## src/rtl/alu_pkg.sv

```systemverilog
// alu_pkg: shared ALU definitions used by the multiplier and divider.
//   - uops codes for the M-extension multiply and divide operations
//   - divider FSM state encoding
//   - default operand/result and uops widths
package alu_pkg;

  localparam int DEF_W_PD_UOPS = 6;
  localparam int DEF_W_PD_DATA = 32;

  // Multiply uops (pipelined multiplier)
  localparam logic [5:0] UOP_MUL    = 6'b001_000;
  localparam logic [5:0] UOP_MULH   = 6'b001_001;
  localparam logic [5:0] UOP_MULHSU = 6'b001_010;
  localparam logic [5:0] UOP_MULHU  = 6'b001_011;

  // Divide uops (iterative divider): bit0 = unsigned, bit1 = remainder
  localparam logic [5:0] UOP_DIV    = 6'b001_100;
  localparam logic [5:0] UOP_DIVU   = 6'b001_101;
  localparam logic [5:0] UOP_REM    = 6'b001_110;
  localparam logic [5:0] UOP_REMU   = 6'b001_111;

  typedef enum logic [1:0] {
    ST_IDLE = 2'd0,
    ST_CALC = 2'd1,
    ST_FIX  = 2'd2,
    ST_DONE = 2'd3
  } div_state_e;

endpackage

```

## src/rtl/div_step.sv

```systemverilog
// div_step: one combinational restoring-division step.
// Ports:
//   rem      - current partial remainder (always < dvs)
//   dvd_msb  - next dividend bit to shift in
//   dvs      - divisor
//   rem_next - partial remainder after the trial subtraction
//   q_bit    - quotient bit produced by this step
module div_step #(
  parameter int W = 32
) (
  input  logic [W-1:0] rem,
  input  logic         dvd_msb,
  input  logic [W-1:0] dvs,
  output logic [W-1:0] rem_next,
  output logic         q_bit
);

  // The shifted remainder keeps the bit shifted out of rem as a carry, so
  // divisors with their MSB set still compare correctly.
  logic [W:0] shifted_s;
  logic [W:0] diff_s;

  assign shifted_s = {rem, dvd_msb};
  assign diff_s    = shifted_s - {1'b0, dvs};

  // No borrow out of the trial subtraction means shifted >= dvs.
  assign q_bit    = ~diff_s[W];
  assign rem_next = q_bit ? diff_s[W-1:0] : shifted_s[W-1:0];

endmodule

```

## src/rtl/div_unit.sv

```systemverilog
// div_unit: iterative restoring divider for DIV/DIVU/REM/REMU uops.
// One quotient bit per cycle; one request in flight; single-cycle result pulse.
// Ports:
//   clk, rst       - clock, asynchronous active-high reset
//   DFI_PD_valid   - request strobe (accepted only when idle and a divide uops)
//   DFI_PD_uops    - operation code
//   DFI_PD_rs/rt   - dividend / divisor
//   DFI_PD_flush   - abort in-flight operation, return to idle
//   DFO_PD_busy    - high while a request is in progress
//   DFO_PD_valid   - one-cycle result strobe
//   DFO_PD_uops    - uops of the completed request
//   DFO_PD_rd      - quotient or remainder
// Build option: DIV_SPECIAL_FASTPATH_EN sends divide-by-zero and signed
// overflow straight from accept to FIX (result two cycles after accept).
module div_unit
  import alu_pkg::*;
#(
  parameter int W_PD_UOPS = DEF_W_PD_UOPS,
  parameter int W_PD_DATA = DEF_W_PD_DATA
) (
  input  logic                 clk,
  input  logic                 rst,
  input  logic                 DFI_PD_valid,
  input  logic [W_PD_UOPS-1:0] DFI_PD_uops,
  input  logic [W_PD_DATA-1:0] DFI_PD_rs,
  input  logic [W_PD_DATA-1:0] DFI_PD_rt,
  input  logic                 DFI_PD_flush,
  output logic                 DFO_PD_busy,
  output logic                 DFO_PD_valid,
  output logic [W_PD_UOPS-1:0] DFO_PD_uops,
  output logic [W_PD_DATA-1:0] DFO_PD_rd
);

  localparam int W_CNT = (W_PD_DATA > 1) ? $clog2(W_PD_DATA) : 1;
  localparam logic [W_CNT-1:0]     CNT_LAST = W_CNT'(W_PD_DATA - 1);
  localparam logic [W_PD_DATA-1:0] DATA_MIN = {1'b1, {(W_PD_DATA-1){1'b0}}};
  localparam logic [W_PD_DATA-1:0] DATA_ONES = {W_PD_DATA{1'b1}};
  localparam logic [W_PD_DATA-1:0] DATA_ZERO = {W_PD_DATA{1'b0}};

  // Magnitude of a value, treating it as two's complement when sgn_en is set.
  function automatic logic [W_PD_DATA-1:0] mag_f(input logic [W_PD_DATA-1:0] v,
                                                 input logic sgn_en);
    return (sgn_en && v[W_PD_DATA-1]) ? (DATA_ZERO - v) : v;
  endfunction

  // Conditional two's-complement negation.
  function automatic logic [W_PD_DATA-1:0] neg_f(input logic [W_PD_DATA-1:0] v,
                                                 input logic neg_en);
    return neg_en ? (DATA_ZERO - v) : v;
  endfunction

  div_state_e           state_r;
  logic [W_CNT-1:0]     cnt_r;
  logic [W_PD_UOPS-1:0] uops_r;
  logic                 signed_op_r;
  logic                 rem_op_r;
  logic                 sgn_rs_r;
  logic                 sgn_rt_r;
  logic                 dvz_r;
  logic                 ovf_r;
  logic [W_PD_DATA-1:0] rs_raw_r;
  logic [W_PD_DATA-1:0] rem_r;
  logic [W_PD_DATA-1:0] dvd_r;   // dividend in, quotient shifts in from the LSB
  logic [W_PD_DATA-1:0] dvs_r;

  logic                 busy_r;
  logic                 valid_r;
  logic [W_PD_UOPS-1:0] out_uops_r;
  logic [W_PD_DATA-1:0] rd_r;

  logic                 is_div_s;
  logic                 in_signed_s;
  logic                 accept_s;
  logic                 dvz_s;
  logic                 ovf_s;
  logic [W_PD_DATA-1:0] rem_nxt_s;
  logic                 q_bit_s;
  logic [W_PD_DATA-1:0] q_fix_s;
  logic [W_PD_DATA-1:0] r_fix_s;
  logic [W_PD_DATA-1:0] result_s;

  assign is_div_s = (DFI_PD_uops == W_PD_UOPS'(UOP_DIV))  ||
                    (DFI_PD_uops == W_PD_UOPS'(UOP_DIVU)) ||
                    (DFI_PD_uops == W_PD_UOPS'(UOP_REM))  ||
                    (DFI_PD_uops == W_PD_UOPS'(UOP_REMU));
  assign in_signed_s = ~DFI_PD_uops[0];
  assign accept_s = (state_r == ST_IDLE) && DFI_PD_valid && is_div_s && !DFI_PD_flush;
  assign dvz_s = (DFI_PD_rt == DATA_ZERO);
  assign ovf_s = in_signed_s && (DFI_PD_rs == DATA_MIN) && (DFI_PD_rt == DATA_ONES);

  div_step #(.W(W_PD_DATA)) u_step (
    .rem      (rem_r),
    .dvd_msb  (dvd_r[W_PD_DATA-1]),
    .dvs      (dvs_r),
    .rem_next (rem_nxt_s),
    .q_bit    (q_bit_s)
  );

  // Final sign correction and special-case override of the loop result.
  always_comb begin
    q_fix_s  = neg_f(dvd_r, signed_op_r && (sgn_rs_r != sgn_rt_r));
    r_fix_s  = neg_f(rem_r, signed_op_r && sgn_rs_r);
    if (dvz_r) begin
      q_fix_s = DATA_ONES;
      r_fix_s = rs_raw_r;
    end else if (ovf_r) begin
      q_fix_s = DATA_MIN;
      r_fix_s = DATA_ZERO;
    end else begin
      q_fix_s = q_fix_s;
      r_fix_s = r_fix_s;
    end
    result_s = rem_op_r ? r_fix_s : q_fix_s;
  end

  // Divider FSM: accept, iterate, fix up, present result.
  always_ff @(posedge clk or posedge rst) begin
    if (rst) begin
      state_r     <= ST_IDLE;
      cnt_r       <= {W_CNT{1'b0}};
      uops_r      <= {W_PD_UOPS{1'b0}};
      signed_op_r <= 1'b0;
      rem_op_r    <= 1'b0;
      sgn_rs_r    <= 1'b0;
      sgn_rt_r    <= 1'b0;
      dvz_r       <= 1'b0;
      ovf_r       <= 1'b0;
      rs_raw_r    <= DATA_ZERO;
      rem_r       <= DATA_ZERO;
      dvd_r       <= DATA_ZERO;
      dvs_r       <= DATA_ZERO;
      busy_r      <= 1'b0;
      valid_r     <= 1'b0;
      out_uops_r  <= {W_PD_UOPS{1'b0}};
      rd_r        <= DATA_ZERO;
    end else begin
      case (state_r)
        ST_IDLE: begin
          valid_r <= 1'b0;
          if (accept_s) begin
            uops_r      <= DFI_PD_uops;
            signed_op_r <= in_signed_s;
            rem_op_r    <= DFI_PD_uops[1];
            sgn_rs_r    <= DFI_PD_rs[W_PD_DATA-1];
            sgn_rt_r    <= DFI_PD_rt[W_PD_DATA-1];
            dvz_r       <= dvz_s;
            ovf_r       <= ovf_s;
            rs_raw_r    <= DFI_PD_rs;
            dvd_r       <= mag_f(DFI_PD_rs, in_signed_s);
            dvs_r       <= mag_f(DFI_PD_rt, in_signed_s);
            rem_r       <= DATA_ZERO;
            cnt_r       <= CNT_LAST;
            busy_r      <= 1'b1;
`ifdef DIV_SPECIAL_FASTPATH_EN
            if (dvz_s || ovf_s) begin
              state_r <= ST_FIX;
            end else begin
              state_r <= ST_CALC;
            end
`else
            state_r     <= ST_CALC;
`endif
          end else begin
            busy_r  <= 1'b0;
            state_r <= ST_IDLE;
          end
        end
        ST_CALC: begin
          if (DFI_PD_flush) begin
            busy_r  <= 1'b0;
            state_r <= ST_IDLE;
          end else begin
            rem_r <= rem_nxt_s;
            dvd_r <= {dvd_r[W_PD_DATA-2:0], q_bit_s};
            cnt_r <= cnt_r - W_CNT'(1);
            if (cnt_r == {W_CNT{1'b0}}) begin
              state_r <= ST_FIX;
            end else begin
              state_r <= ST_CALC;
            end
          end
        end
        ST_FIX: begin
          if (DFI_PD_flush) begin
            busy_r  <= 1'b0;
            state_r <= ST_IDLE;
          end else begin
            rd_r       <= result_s;
            out_uops_r <= uops_r;
            valid_r    <= 1'b1;
            state_r    <= ST_DONE;
          end
        end
        ST_DONE: begin
          valid_r <= 1'b0;
          busy_r  <= 1'b0;
          state_r <= ST_IDLE;
        end
        default: begin
          valid_r <= 1'b0;
          busy_r  <= 1'b0;
          state_r <= ST_IDLE;
        end
      endcase
    end
  end

  assign DFO_PD_busy  = busy_r;
  assign DFO_PD_valid = valid_r;
  assign DFO_PD_uops  = out_uops_r;
  assign DFO_PD_rd    = rd_r;

endmodule

```

## config.mk

```make
export PLATFORM = sky130hd
export DESIGN_NAME = div_unit
export DESIGN_NICKNAME = d
export VERILOG_FILES = /design/src/rtl/alu_pkg.sv /design/src/rtl/div_step.sv /design/src/rtl/div_unit.sv
export SDC_FILE = /design/constraint.sdc
export NUM_CORES = 1
export LEC_CHECK = 0
export CAP_MARGIN = 30
export CELL_PAD_IN_SITES_DETAIL_PLACEMENT = 1
export CELL_PAD_IN_SITES_GLOBAL_PLACEMENT = 1
export CORE_MARGIN = 5
export CORE_UTILIZATION = 40
export DETAILED_ROUTE_END_ITERATION = 8
export PLACE_DENSITY = 0.89
export SKIP_CTS_REPAIR_TIMING = 1
export SLEW_MARGIN = 25
export SYNTH_ARGS = -nofsm -noshare
export SYNTH_HDL_FRONTEND = slang
export SYNTH_SLANG_ARGS = --single-unit
```

## constraint.sdc

```tcl
create_clock -name clk -period 6.35 [get_ports clk]
set_clock_uncertainty 0.2 [all_clocks]
set_input_delay 1.27 -clock clk [delete_from_list [all_inputs] [get_ports clk]]
set_output_delay 1.27 -clock clk [all_outputs]
set_load 0.1 [all_outputs]
```

### After elaboration in Yosys (flattened, before gate mapping)

Cells that the tools add are included.

* add/subtract/negate cells: 6
* eq/ne operators: 14
* reductions and logical operators: 24
* mux-type cells: 29
* bitwise gates (word level): 3

Operators with widths (number)
* $mux 32: 14
* $pmux 32 s2: 2
* $sub 1x32->32 const A: 4
* $eq 32x32->1 const B: 2
* $sub 33x32->33: 1
* $logic_not 32->1: 1
* $eq 6x4->1 const B: 4
* $mux 5: 2
* $pmux 5 s2: 1
* $logic_and 1x1->1: 9
* $pmux 2 s4: 1
* $mux 2: 3
* $ne 2x2->1 const B: 3
* $reduce_and 2->1: 3
* $logic_not 5->1: 1
* $sub 5x1->5 const B: 1
* $eq 2x2->1 const B: 2
* $mux 1: 4
* $reduce_bool 2->1: 2
* $reduce_or 2->1: 2
* $logic_or 1x1->1: 3
* $not 1->1: 3
* $pmux 1 s3: 1
* $reduce_and 3->1: 1
* other kinds (6): 6

* logic and storage cells: 93
* bits of input ports: 74
* output and inout port bits: 40
* bits in registers: 187

### Depth between registers and ports, before layout

* depth after elaboration: 8
* depth in mapped cells: 12
* mapped depth without buffers: 11

### Hierarchy

Synthesis repeated with hierarchy kept, for this count alone.

* cells, all modules: 1620
* area total of the unflattened synthesis: 13171.4 um^2

By module, submodules not included
* div_unit: times used 1, area an instance 10805.4 um^2, sequential area each 4629.4 um^2, cells an instance 1314
* div_step: times used 1, area an instance 2366.0 um^2, sequential area each 0.0 um^2, cells an instance 306

### Worst setup path after synthesis

Ideal clock, no wire load.

* path type: input port to flip-flop
* from: input port DFI_PD_rs[9]
* to: register dvd_r[29]
* stages: 8
* path buffers: 0
* arrival time: 3.111 ns
* setup time: 0.130 ns
* path slack: 2.909 ns
* required time: 6.020 ns
* path through: or4_1 > or3_1 > or3_4 > nor2b_4 > nand2_1 > o21ai_1 > xor2_1 > o22ai_1

* cells in the longest elaborated chain, start to end: 4

RTL lines
* start: declaration: line div_unit.sv:25 `input logic [W_PD_DATA-1:0] DFI_PD_rs,`
* $sub 1x32->32: line div_unit.sv:43 `return (sgn_en && v[W_PD_DATA-1]) ? (DATA_ZERO - v) : v;`
* $mux 32: line div_unit.sv:43
* $mux 32: line div_unit.sv:140 `if (accept_s) begin`
* $pmux 32 s2: line div_unit.sv:137 `case (state_r)`
* end signal: assignment: line div_unit.sv:149 `dvd_r <= mag_f(DFI_PD_rs, in_signed_s);`
* end signal: assignment: line div_unit.sv:174 `dvd_r <= {dvd_r[W_PD_DATA-2:0], q_bit_s};`
* end: declaration: line div_unit.sv:63 `logic [W_PD_DATA-1:0] dvd_r;`

Every way passes these cells. The select of a mux whose other input is x is not followed.
A chain may end at the register's enable or synchronous reset.

### Worst setup path after layout

* from: register dvd_r[31]
* to: register rem_r[0]

* cells in the longest elaborated chain, start to end: 4

RTL lines
* $sub 33x32->33: line div_step.sv:24 `assign diff_s = shifted_s - {1'b0, dvs};`
* $mux 32 *: line div_step.sv:28 `assign rem_next = q_bit ? diff_s[W-1:0] : shifted_s[W-1:0];`
* $mux 32 *: line div_unit.sv:169 `if (DFI_PD_flush) begin`
* $pmux 32 s2 *: line div_unit.sv:137
* end signal: assignment: line div_unit.sv:173 `rem_r <= rem_nxt_s;`
* end: declaration: line div_unit.sv:62 `logic [W_PD_DATA-1:0] rem_r;`

Every way passes the cells marked *; elsewhere a longest branch is shown, timed or not. The select of a mux whose other input is x is not followed.

==> flow_metrics.py <==
metrics = {
    "timing": {
        "finalHoldViolCount": 0,
        "setup-tns-final_ns": 0,
        "slew_viol_final": 0,
        "tightest_slew_ns": 0.983,
        "hold_ws_ns": 0.267,
        "finalCriticalPeriod_ns": 4.06,
        "timing.slew.headroom_pct": 34.2,
        "fin_crit_sh_pct": 63.9,
        "rsz0062_at_grt": "false",
        "setup_viol": 0,
        "max_freq_mhz": 247,
    },
    "worst_setup_path": {
        "criticalPathCategory": "reg2reg",
        "path_cells": "inv_1 > ha_1 > fa_1 > nand2b_1 > a21oi_1 > o211ai_1 > and3_1 > o21ai_2 > xor2_4 > buf_4 > mux2_2 > o22ai_1",
        "slowest_delay_ns": 0.46,
        "cp_slowest_cell": "buf_4",
        "regToRegSetupSlack_ns": 2.29,
        "worstPathArrival_ns": 4.20,
        "endpoint_kind": "register",
        "cp.required_ns": 6.49,
        "critPathTopFamily": "compound AO/OA/AOI/OAI gates",
        "start_kind": "register",
        "cp_max_fo": 25,
        "cp_num_buf_inv": 2,
    },
    "power_and_ir_drop": {
        "pwr-share-comb_pct": 31.4,
        "p_int_w": 0.00232,
        "p_sw_w": 0.00145,
        "ir_worst_vdd_mv": 0.206,
        "power_density_nw_per_um2": 256,
        "p_seq_share_pct": 39.7,
        "clkPwrFrac_pct": 28.9,
        "switching_share_pct": 38.5,
        "p_leak_nw": 6.32,
    },
    "status": {
        "status": "finished, final reports clean",
    },
    "placed_design": {
        "dp_hpwl_mm": 30.4,
        "io_buffers": 113,
        "globalplace.congestion": 0.865,
        "dpl_cell_area_um2": 14100,
    },
    "die": {
        "start_util_pct": 40.3,
        "die_height_um": 188,
        "coreArea_um2": 31400,
        "die_w_um": 188,
        "die-area_um2": 35300,
        "ios": 114,
        "rows": 65,
    },
    "synthesis": {
        "synth_most_common_cell": "nand2_1",
        "async_reset_ff_share_pct": 100,
        "synthSimpleGateAreaFrac_pct": 21.9,
        "synth_xor_area_share_pct": 10.1,
        "synth-adder-area-share_pct": 4.31,
        "yosysTopAreaCell": "dfrtp_1",
        "ys_ff_latch": 185,
        "post-synth-top-area-fraction_pct": 36.6,
        "synth-main-ff-cell": "dfrtp_1",
        "yosysWarnings": 0,
        "synthCells": 1573,
        "yosysUniqueCellTypes": 76,
        "avgSynthCellArea_um2": 8.04,
        "synth_edf_count": 0,
        "synth_seq_area_share_pct": 36.6,
        "synth_top_family_by_area": "simple AND/OR/NAND/NOR gates",
        "synth.net_count": 1690,
        "synth.area.top_cells": "dfrtp_1 37%, nand2_1 9.1%, o21ai_0 5.7%",
        "synth-compound-area-share_pct": 20.3,
        "synth_mux_area_share_pct": 2.25,
        "synth_area_um2": 12600,
        "synth_common_cells": "305 x nand2_1, 185 x dfrtp_1, 143 x o21ai_0, 114 x nor2_1, 111 x a21oi_1",
    },
    "clocking": {
        "clk_pin_slew_ns": 0.08,
        "numCtsBuffers": 17,
        "clock_latency_ns": 0.45,
        "cts_sinks": 185,
        "clk_path_buf_depth": 2,
        "cts_root_buf": "clkbuf_16",
        "cts_htree_levels": 4,
        "cts_tree": "yes",
    },
    "routing": {
        "drc": 0,
        "wl_per_cell_um": 20.6,
        "detail-route-antenna-nets": 0,
        "drt_wl_total_mm": 42.3,
        "firstDrtPassIters": 7,
        "via_per_inst": 5.91,
        "first_iter_violations": 881,
        "num_vias": 12100,
    },
    "global_route": {
        "antenna_found_initial": 0,
        "grt_remaining_overflow": 0,
        "grt_pass1_wl_mm": 68.4,
        "grt_pass1_vias": 12600,
        "grt_max_degree": 186,
        "grtUsageTotal_pct": 23.8,
    },
    "cells_and_area": {
        "layout.nets": 1756,
        "diodes": 0,
        "design_area_um2": 14700,
        "drive_gt1_share_pct": 5.39,
        "syn_to_final_growth_pct": 16.6,
        "fin_util_pct": 47.0,
    },
    "flow_run": {
        "maxCapViolations": 0,
    },
    "hold_path": {
        "hp-class": "reg2reg",
    },
}
power by group through the flow:
stage / registers (W) / logic, W / clock network (W)
floorplan: 0.00152 / 0.000780 / 0
global placement: 0.00150 / 0.00109 / 0
detailed placement: 0.00151 / 0.00115 / 0
CTS: 0.00149 / 0.00117 / 0.00109
global route: 0.00152 / 0.00130 / 0.00114
finish: 0.00150 / 0.00118 / 0.00109
flip-flops by register name, indices dropped and copies added, names as in the netlist:
register	cells
DFO_PD_busy	1
DFO_PD_rd	32
DFO_PD_uops	6
DFO_PD_valid	1
cnt_r	5
dvd_r	32
dvs_r	32
dvz_r	1
ovf_r	1
rem_r	32
rs_raw_r	31
sgn_rs_r	1
sgn_rt_r	1
signed_op_r	1
state_r	2
uops_r	6
final timing paths:
kind | startpoint | end | cells past startpoint
hold / removal | uops_r[2] | DFO_PD_uops[2] | 2
min in group asynchronous | rst | dvd_r[4] | 3
setup / recovery | dvd_r[31] | rem_r[0] | 12
hold reg to reg | uops_r[2] | DFO_PD_uops[2] | 2
setup reg to reg | dvd_r[31] | rem_r[0] | 12
max in group asynchronous | rst | rem_r[22] | 4
through the flow:
stage                     worst slack [ns]  power [W]  cells
final                                 2.29    0.00377   2054
after global routing                  2.11    0.00396   2054
after CTS                             2.31    0.00376   2050
after detailed placement              2.05    0.00267   2018
after global placement                2.15    0.00259   2018
after floorplan                       2.50    0.00230   1573
kinds of logic after synthesis:
logic type,Yosys count
xor+xnor,144
flops,185
buf+inv,146
compound gates,425
mux,28
simple gates,602
fa+ha+maj,43
worst min-delay path: stages (launching register included):
cell	delay [ns]
dfrtp_1	0.34
nand2_1	0.05
nand2_1	0.05
cells in the final DEF (no fill, tap or decap), types with 16 or more instances in the layout:
cell type / n
nand3_1: 24
clkbuf_16: 17
clkdlybuf4s50_1: 113
a21oi_1: 111
o31ai_1: 21
nor2_1: 113
ha_1: 41
a31oi_1: 21
dfrtp_1: 185
inv_1: 58
mux2i_1: 25
nand2_1: 305
nand2b_1: 16
xor2_1: 66
o21ai_1: 22
nor3_1: 30
xnor2_1: 77
o21ai_0: 143
final cells by class:
| class | instances | area [um^2] |
|---|---|---|
| Tap cell | 402 | 503 |
| Timing Repair Buffer | 133 | 1330 |
| Multi-Input combinational cell | 1242 | 7470 |
| Inverter | 60 | 229 |
| Sequential cell | 185 | 4630 |
| Clock inverter | 14 | 151 |
| Fill cell | 3843 | 16700 |
| Clock buffer | 18 | 429 |
metal layers:
layer | global-route usage, % | part of all wire, % | wire (um)
met5 | 0 | 0 | 0
met4 | 8.02 | 2.7 | 1130
met3 | 4.06 | 5.8 | 2460
met2 | 39.6 | 47 | 20000
met1 | 31.5 | 44 | 18700
Note: power is estimated with default switching activity, not from simulation.
